## src/rtl/cpu_intr_pkg.sv

```systemverilog
// Shared definitions for the CPU interrupt sources: keyboard interrupt
// generator state encoding and the scancode width.
package cpu_intr_pkg;

    localparam int unsigned KIG_CODE_W = 8;

    typedef enum logic [1:0] {
        KIG_IDLE      = 2'b00,
        KIG_PULSE     = 2'b01,
        KIG_WAIT_ACK  = 2'b10,
        KIG_WAIT_DONE = 2'b11
    } kig_state_e;

endpackage

```

## src/rtl/keyboard_intr_gen_if.sv

```systemverilog
// Signal bundle between the keyboard front end / trap handler and the
// keyboard interrupt source. master = interrupt source, slave = its environment.
interface keyboard_intr_gen_if #(
    parameter int unsigned DEPTH = 4
) ();
    import cpu_intr_pkg::*;

    localparam int unsigned CNT_BITS = $clog2(DEPTH + 1);

    logic                  key_valid;
    logic [KIG_CODE_W-1:0] key_code;
    logic                  intr_enable;
    logic                  intr_ack;
    logic                  isr_done;
    logic                  clr_overflow;
    logic                  keyboard_intr;
    logic [KIG_CODE_W-1:0] keyboard_data;
    logic [CNT_BITS-1:0]   fifo_count;
    logic                  overflow;
    logic                  busy;

    modport master (
        input  key_valid, key_code, intr_enable, intr_ack, isr_done, clr_overflow,
        output keyboard_intr, keyboard_data, fifo_count, overflow, busy
    );

    modport slave (
        output key_valid, key_code, intr_enable, intr_ack, isr_done, clr_overflow,
        input  keyboard_intr, keyboard_data, fifo_count, overflow, busy
    );

endinterface

```

## src/rtl/kbd_code_fifo.sv

```systemverilog
// Scancode circular buffer with show-ahead head output. A push while full is
// accepted only when a pop happens in the same cycle.
module kbd_code_fifo #(
    parameter int unsigned DEPTH = 4,
    parameter int unsigned WIDTH = 8
) (
    input  logic                         clk,
    input  logic                         rst_n,
    input  logic                         push_i,
    input  logic                         pop_i,
    input  logic [WIDTH-1:0]             din_i,
    output logic [WIDTH-1:0]             dout_o,
    output logic [$clog2(DEPTH+1)-1:0]   count_o,
    output logic                         full_o,
    output logic                         empty_o
);

    localparam int unsigned PW = $clog2(DEPTH);
    localparam int unsigned CW = $clog2(DEPTH + 1);

    logic [WIDTH-1:0] mem_q [DEPTH];
    logic [PW-1:0]    wr_ptr_q, wr_ptr_d;
    logic [PW-1:0]    rd_ptr_q, rd_ptr_d;
    logic [CW-1:0]    count_q, count_d;
    logic             push_ok, pop_ok;

    assign full_o  = (count_q == CW'(DEPTH));
    assign empty_o = (count_q == '0);
    assign pop_ok  = pop_i && !empty_o;
    assign push_ok = push_i && (!full_o || pop_ok);
    assign dout_o  = mem_q[rd_ptr_q];
    assign count_o = count_q;

    always_comb begin
        wr_ptr_d = wr_ptr_q;
        rd_ptr_d = rd_ptr_q;
        count_d  = count_q;
        // Power-of-two depth: pointers wrap by natural overflow.
        if (push_ok) wr_ptr_d = wr_ptr_q + PW'(1);
        if (pop_ok)  rd_ptr_d = rd_ptr_q + PW'(1);
        case ({push_ok, pop_ok})
            2'b10:   count_d = count_q + CW'(1);
            2'b01:   count_d = count_q - CW'(1);
            default: count_d = count_q;
        endcase
    end

    always_ff @(posedge clk or negedge rst_n) begin
        if (!rst_n) begin
            wr_ptr_q <= '0;
            rd_ptr_q <= '0;
            count_q  <= '0;
        end else begin
            wr_ptr_q <= wr_ptr_d;
            rd_ptr_q <= rd_ptr_d;
            count_q  <= count_d;
        end
    end

    always_ff @(posedge clk) begin
        if (push_ok) mem_q[wr_ptr_q] <= din_i;
    end

endmodule

```

## src/rtl/keyboard_intr_gen.sv

```systemverilog
// Keyboard interrupt source: queues scancodes and issues them one at a time
// as a single-cycle interrupt, re-issuing if the trap handler does not ack.
module keyboard_intr_gen
    import cpu_intr_pkg::*;
#(
    parameter int unsigned DEPTH       = 4,
    parameter int unsigned ACK_TIMEOUT = 255,
    parameter int unsigned CNT_W       = 8
) (
    input  logic                clk,
    input  logic                rst_n,
    keyboard_intr_gen_if.master bus
);

    localparam int unsigned CW = $clog2(DEPTH + 1);

    kig_state_e            state_q, state_d;
    logic [CNT_W-1:0]      tmo_q, tmo_d;
    logic                  intr_q;
    logic [KIG_CODE_W-1:0] data_q;
    logic                  ovf_q;

    logic                  pop;
    logic                  tmo_hit;
    logic                  drop;
    logic [KIG_CODE_W-1:0] head;
    logic [CW-1:0]         count;
    logic                  full, empty;

    kbd_code_fifo #(
        .DEPTH (DEPTH),
        .WIDTH (KIG_CODE_W)
    ) u_fifo (
        .clk     (clk),
        .rst_n   (rst_n),
        .push_i  (bus.key_valid),
        .pop_i   (pop),
        .din_i   (bus.key_code),
        .dout_o  (head),
        .count_o (count),
        .full_o  (full),
        .empty_o (empty)
    );

    assign tmo_hit = (tmo_q == CNT_W'(ACK_TIMEOUT));
    assign drop    = bus.key_valid && full && !pop;

    always_ff @(posedge clk or negedge rst_n) begin
        if (!rst_n) state_q <= KIG_IDLE;
        else        state_q <= state_d;
    end

    // intr_ack wins over a simultaneous isr_done because isr_done is only
    // looked at once WAIT_DONE has been reached.
    always_comb begin
        state_d = state_q;
        case (state_q)
            KIG_IDLE:      if (!empty && bus.intr_enable) state_d = KIG_PULSE;
            KIG_PULSE:     state_d = KIG_WAIT_ACK;
            KIG_WAIT_ACK: begin
                if (bus.intr_ack)  state_d = KIG_WAIT_DONE;
                else if (tmo_hit)  state_d = KIG_PULSE;
            end
            KIG_WAIT_DONE: if (bus.isr_done) state_d = KIG_IDLE;
            default:       state_d = KIG_IDLE;
        endcase
    end

    always_comb begin
        pop   = 1'b0;
        tmo_d = tmo_q;
        case (state_q)
            KIG_IDLE:     pop = !empty && bus.intr_enable;
            KIG_PULSE:    tmo_d = '0;
            KIG_WAIT_ACK: if (!bus.intr_ack && !tmo_hit) tmo_d = tmo_q + CNT_W'(1);
            default:      ;
        endcase
    end

    // The interrupt line is a register of "was in PULSE", so it follows the
    // PULSE state by one cycle and can never be high two cycles in a row.
    always_ff @(posedge clk or negedge rst_n) begin
        if (!rst_n) begin
            tmo_q  <= '0;
            intr_q <= 1'b0;
            data_q <= '0;
            ovf_q  <= 1'b0;
        end else begin
            tmo_q  <= tmo_d;
            intr_q <= (state_q == KIG_PULSE);
            if (pop) data_q <= head;
            if (drop)                  ovf_q <= 1'b1;
            else if (bus.clr_overflow) ovf_q <= 1'b0;
        end
    end

    assign bus.keyboard_intr = intr_q;
    assign bus.keyboard_data = data_q;
    assign bus.fifo_count    = count;
    assign bus.overflow      = ovf_q;
    assign bus.busy          = (state_q != KIG_IDLE);

endmodule
```

## src/flat_wrapper.sv

```systemverilog
// flat-port wrapper written by rule: the top's interface ports become plain ports
module keyboard_intr_gen_flat import cpu_intr_pkg::*;
#(
    parameter int unsigned DEPTH       = 4,
    parameter int unsigned ACK_TIMEOUT = 255,
    parameter int unsigned CNT_W       = 8
)
  (clk, rst_n, bus_key_valid, bus_key_code, bus_intr_enable, bus_intr_ack, bus_isr_done, bus_clr_overflow, bus_keyboard_intr, bus_keyboard_data, bus_fifo_count, bus_overflow, bus_busy);
  keyboard_intr_gen_if #(.DEPTH(DEPTH)) bus_i ();
  input  logic clk;
  input  logic rst_n;
  input wire logic [$bits(bus_i.key_valid)-1:0] bus_key_valid;
  input wire logic [$bits(bus_i.key_code)-1:0] bus_key_code;
  input wire logic [$bits(bus_i.intr_enable)-1:0] bus_intr_enable;
  input wire logic [$bits(bus_i.intr_ack)-1:0] bus_intr_ack;
  input wire logic [$bits(bus_i.isr_done)-1:0] bus_isr_done;
  input wire logic [$bits(bus_i.clr_overflow)-1:0] bus_clr_overflow;
  output wire logic [$bits(bus_i.keyboard_intr)-1:0] bus_keyboard_intr;
  output wire logic [$bits(bus_i.keyboard_data)-1:0] bus_keyboard_data;
  output wire logic [$bits(bus_i.fifo_count)-1:0] bus_fifo_count;
  output wire logic [$bits(bus_i.overflow)-1:0] bus_overflow;
  output wire logic [$bits(bus_i.busy)-1:0] bus_busy;
  assign bus_i.key_valid = bus_key_valid;
  assign bus_i.key_code = bus_key_code;
  assign bus_i.intr_enable = bus_intr_enable;
  assign bus_i.intr_ack = bus_intr_ack;
  assign bus_i.isr_done = bus_isr_done;
  assign bus_i.clr_overflow = bus_clr_overflow;
  assign bus_keyboard_intr = bus_i.keyboard_intr;
  assign bus_keyboard_data = bus_i.keyboard_data;
  assign bus_fifo_count = bus_i.fifo_count;
  assign bus_overflow = bus_i.overflow;
  assign bus_busy = bus_i.busy;
  keyboard_intr_gen #(.DEPTH(DEPTH), .ACK_TIMEOUT(ACK_TIMEOUT), .CNT_W(CNT_W)) u_core (.clk(clk), .rst_n(rst_n), .bus(bus_i));
endmodule
```

## config.mk

```make
export PLATFORM = sky130hd
export DESIGN_NAME = keyboard_intr_gen_flat
export DESIGN_NICKNAME = d
export VERILOG_FILES = /design/src/rtl/cpu_intr_pkg.sv /design/src/rtl/keyboard_intr_gen_if.sv /design/src/rtl/kbd_code_fifo.sv /design/src/rtl/keyboard_intr_gen.sv /design/src/flat_wrapper.sv
export SDC_FILE = /design/constraint.sdc
export NUM_CORES = 1
export LEC_CHECK = 0
export CORE_MARGIN = 2
export CORE_UTILIZATION = 45
export CTS_BUF_LIST = sky130_fd_sc_hd__clkbuf_2 sky130_fd_sc_hd__clkbuf_4 sky130_fd_sc_hd__clkbuf_8
export CTS_CLUSTER_SIZE = 24
export DETAILED_ROUTE_END_ITERATION = 10
export PLACE_DENSITY = 0.66
export SLEW_MARGIN = 5
export SYNTH_ARGS = -nofsm -noshare
export SYNTH_HDL_FRONTEND = slang
export SYNTH_SLANG_ARGS = --single-unit
export TNS_END_PERCENT = 1
```

## constraint.sdc

```tcl
create_clock -name clk -period 2.9 [get_ports clk]
set_input_delay 0.435 -clock clk [delete_from_list [all_inputs] [get_ports clk]]
set_output_delay 0.435 -clock clk [all_outputs]
set_load 0.01 [all_outputs]
```

==> flow_summary_export.csv <==
group,metric,value,unit
outcome,status,"finished, final reports clean",
cts,hold_buffers,0,
drt,drt_wl_total,4.49,mm
drt,wl_met2,2.18,mm
worst_setup_path,slowest_delay,0.48,ns
drt,via_per_inst,5.36,
floorplanning,die_x,79.7,um
logic_synthesis,synthArstFlopShare,0.458,
logic_synthesis,syn-mean-instance-area,14.8,um^2
timing,min_period,2.35,ns
timing,rsz0062_at_grt,"no",
drt,highest_layer,"met4",
floorplanning,core,0.00551,mm^2
power,power_density,960,mW/mm^2
logic_synthesis,yosys.area_share.simple,0.118,
job,cap_violations,0,
logic_synthesis,synth.mux.area_fraction,0.109,
cts,ctsResizeCount,0,
logic_synthesis,yosys.area_share.adder,0.0320,
placement,gp_congestion,0.821,
drt,drt_iter0_markers,92,
logic_synthesis,synth_compound_area_frac,0.0631,
worst_setup_path,reg2reg_from,"u_core.state_q[0]",
layout,synthToLayoutAreaGrowth,21.7,%
cts,clock_latency,0.33,ns
layout,fin_cells,286,
logic_synthesis,yosysTopAreaCell,"edfxtp_1",
layout,num-nets-final,230,
timing,hold_violations,0,
drt,dr.pass1.iters,4,
cts,clock_sinks,59,
layout,drive_gt1_frac,0.192,
drt,num_vias,1534,
logic_synthesis,synth_xor_area_frac,0.0136,
layout,multiInputGateArea,865,um^2
timing,finalSetupViolCount,0,
worst_setup_path,crit_chain,"clkdlybuf4s50_1 -> or3b_1 -> nor2_4 -> nand2_1 -> fa_1 -> nor2b_1 -> nand2_1 -> a32oi_1 -> o21ai_0",
grt,grt_pass1_vias,1509,
worst_setup_path,r2r-end,"u_core.u_fifo.count_o[2]",
logic_synthesis,syn_inst,174,
floorplanning,io_pins,29,
timing,fin_crit_sh,0.809,
cts,cts_htree_levels,3,
logic_synthesis,seq_area_frac_synth,0.635,
drt,wl_met1,2.01,mm
min_path,hp-class,"input port to async pin",
floorplanning,rows,27,
logic_synthesis,synth_flop_cell,"edfxtp_1",
grt,antenna_found_initial,0,
cts,clk_path_buf_depth,2,
logic_synthesis,netlist_area,0.00258,mm^2
timing,worst_pin_slew,0.581,ns
grt,grt_first_pass_wirelength,7.38,mm
logic_synthesis,yosys_warnings,0,
worst_setup_path,crit_type,"input port to flop",
timing,max_freq,0.426,GHz
cts,root_buffer,"clkbuf_8",
drt,wire_per_inst,15.7,um
logic_synthesis,synth_seq_cells,59,
timing,final_max_slew_viol_count,0,
drt,drc_errors,0,
floorplanning,start_util,0.468,
drt,wl_met3,182,um
drt,ant_nets,0,
floorplanning,die_area,0.00635,mm^2
worst_setup_path,rrSetupSlack,0.63,ns
floorplanning,fp.dieH,79.7,um
timing,holdWs,0.480,ns
layout,final-seq-area,0.00164,mm^2
logic_synthesis,synth_top_family_by_area,"simple AND/OR/NAND/NOR gates",
cts,cts_made_buffers,9,
placement,dp.cells,270,
logic_synthesis,yosysUniqueCellTypes,44,
worst_setup_path,crit_top_cell,"nand2_1",
grt,grtUsageTotal,0.161,
layout,fillers,446,
worst_setup_path,required,3.10,ns
logic_synthesis,synth_top_area_frac,0.373,
logic_synthesis,synth_nets,195,
cts,cts_tree,"built",
layout,diodes,0,
worst_setup_path,end_kind,"flop",
power,power_leakage,1.14,nW
placement,dpl_worst_slack,0.226,ns
power,ir_worst_vdd,0.543,mV
worst_setup_path,critical_path_arrival,2.55,ns
timing,finalSetupTns,0,ns
placement,port_buffers,28,
placement,dpl.hpwl,3.04,mm
logic_synthesis,post-synth-top-count-cell,"edfxtp_1",
timing,finClkSkew,0.00571,ns
logic_synthesis,synth_area_leaders,"edfxtp_1 37%, dfrtp_1 26%, mux4_2 7.0%, mux2_2 3.5%, ha_1 2.4%",
logic_synthesis,synth_commonest_cells,"32 x edfxtp_1, 27 x dfrtp_1, 9 x o21ai_0",
grt,globalRouteOverflowTotal,0,
cts,clkSlewWorstSetupHoldPaths,0.06,ns
worst_setup_path,crit_path_max_fanout,3,
worst_setup_path,cp-start-kind,"input port",
grt,grt_max_degree,28,
worst_setup_path,cp_slowest_cell,"clkdlybuf4s50_1",
power,power,3.01,mW
logic_synthesis,synth-edff-count,32,
timing,layout_setup_ws,0.555,ns
worst_setup_path,r2r_cells,8,
timing,timing.slew.headroom,0.613,
cts,postCtsSetupBuffers,0,
[metrics by stage]
stage               utilization  instance area [um^2]
finish                    0.570                  3140
global route              0.570                  3140
detailed placement        0.530                  2920
floorplan                     -                  2580
global placement          0.530                  2920
CTS                       0.570                  3140
[worst max-delay path: cells and delay by family]
kind | cells | cell delay, ns
AND/OR/NAND/NOR | 5 | 0.91
adder cells (fa/ha/maj) | 1 | 0.41
buffers and inverters | 1 | 0.48
AO/OA/AOI/OAI | 2 | 0.30
[layout make-up]
class,instances,share of cell area
clock inverters,1,0.00957
clock buffers,15,0.0598
inverters,7,0.00837
repair buffers,31,0.0965
well taps,72,0.0287
flip-flops and latches,59,0.522
multi-input cells,101,0.276
[layout by cell type (no fill, tap or decap), types with 2 or more instances in the layout]
cell type	synthesis	layout
a31oi_1	2	2
dfrtp_1	27	27
mux4_2	8	8
or3b_1	2	2
ha_1	5	5
nand3b_1	2	2
nand2_1	6	6
nor3b_1	3	3
mux2_2	8	8
a21oi_1	3	3
xor2_1	2	2
nor3_1	6	6
xnor2_1	2	2
nor2_1	8	8
inv_1	7	7
buf_4	0	3
nand3_1	6	6
nor4b_1	2	2
edfxtp_1	32	32
and2_1	4	4
clkdlybuf4s50_1	0	28
clkbuf_4	0	3
clkbuf_8	0	12
nor2_4	2	2
o21ai_0	9	9
nor2b_1	3	3
[sequential cells by signal, indices dropped and copies added (netlist names)]
| name | count |
|---|---|
| u_core.u_fifo.mem_q | 32 |
| u_core.bus.keyboard_data | 8 |
| u_core.tmo_q | 8 |
| u_core.u_fifo.count_o | 3 |
| u_core.state_q | 2 |
| u_core.u_fifo.rd_ptr_q | 2 |
| u_core.u_fifo.wr_ptr_q | 2 |
| u_core.bus.keyboard_intr | 1 |
| u_core.bus.overflow | 1 |
[worst max-delay path by stage]
stage | endpoint | from | cells past startpoint
after global routing | u_core.u_fifo.count_o[2] | bus_intr_enable | 9
after CTS | u_core.u_fifo.count_o[2] | bus_intr_enable | 9
after detailed placement | u_core.u_fifo.count_o[2] | bus_intr_enable | 9
after floorplan | u_core.u_fifo.count_o[2] | u_core.state_q[0] | 11
after global placement | u_core.u_fifo.count_o[2] | bus_intr_enable | 9
final | u_core.u_fifo.count_o[2] | bus_intr_enable | 9
[power by group]
group / internal [mW] / total [mW] / switching, mW
Clock: 0.497 / 0.800 / 0.303
Combinational: 0.494 / 0.875 / 0.381
Sequential: 1.13 / 1.34 / 0.207
[logic make-up after synthesis]
group,count (synthesis)
compound gates,23
xor+xnor,4
fa+ha+maj,6
buf+inv,14
flops,59
mux,17
simple gates,51
[routing by layer]
metal | vias to the layer above | GRT usage
met5 | - | 0
met4 | 0 | 0.0983
met3 | 10 | 0.0419
met2 | 33 | 0.244
met1 | 764 | 0.209
li1 | 727 | -
Power figures use the tool's default switching activity.
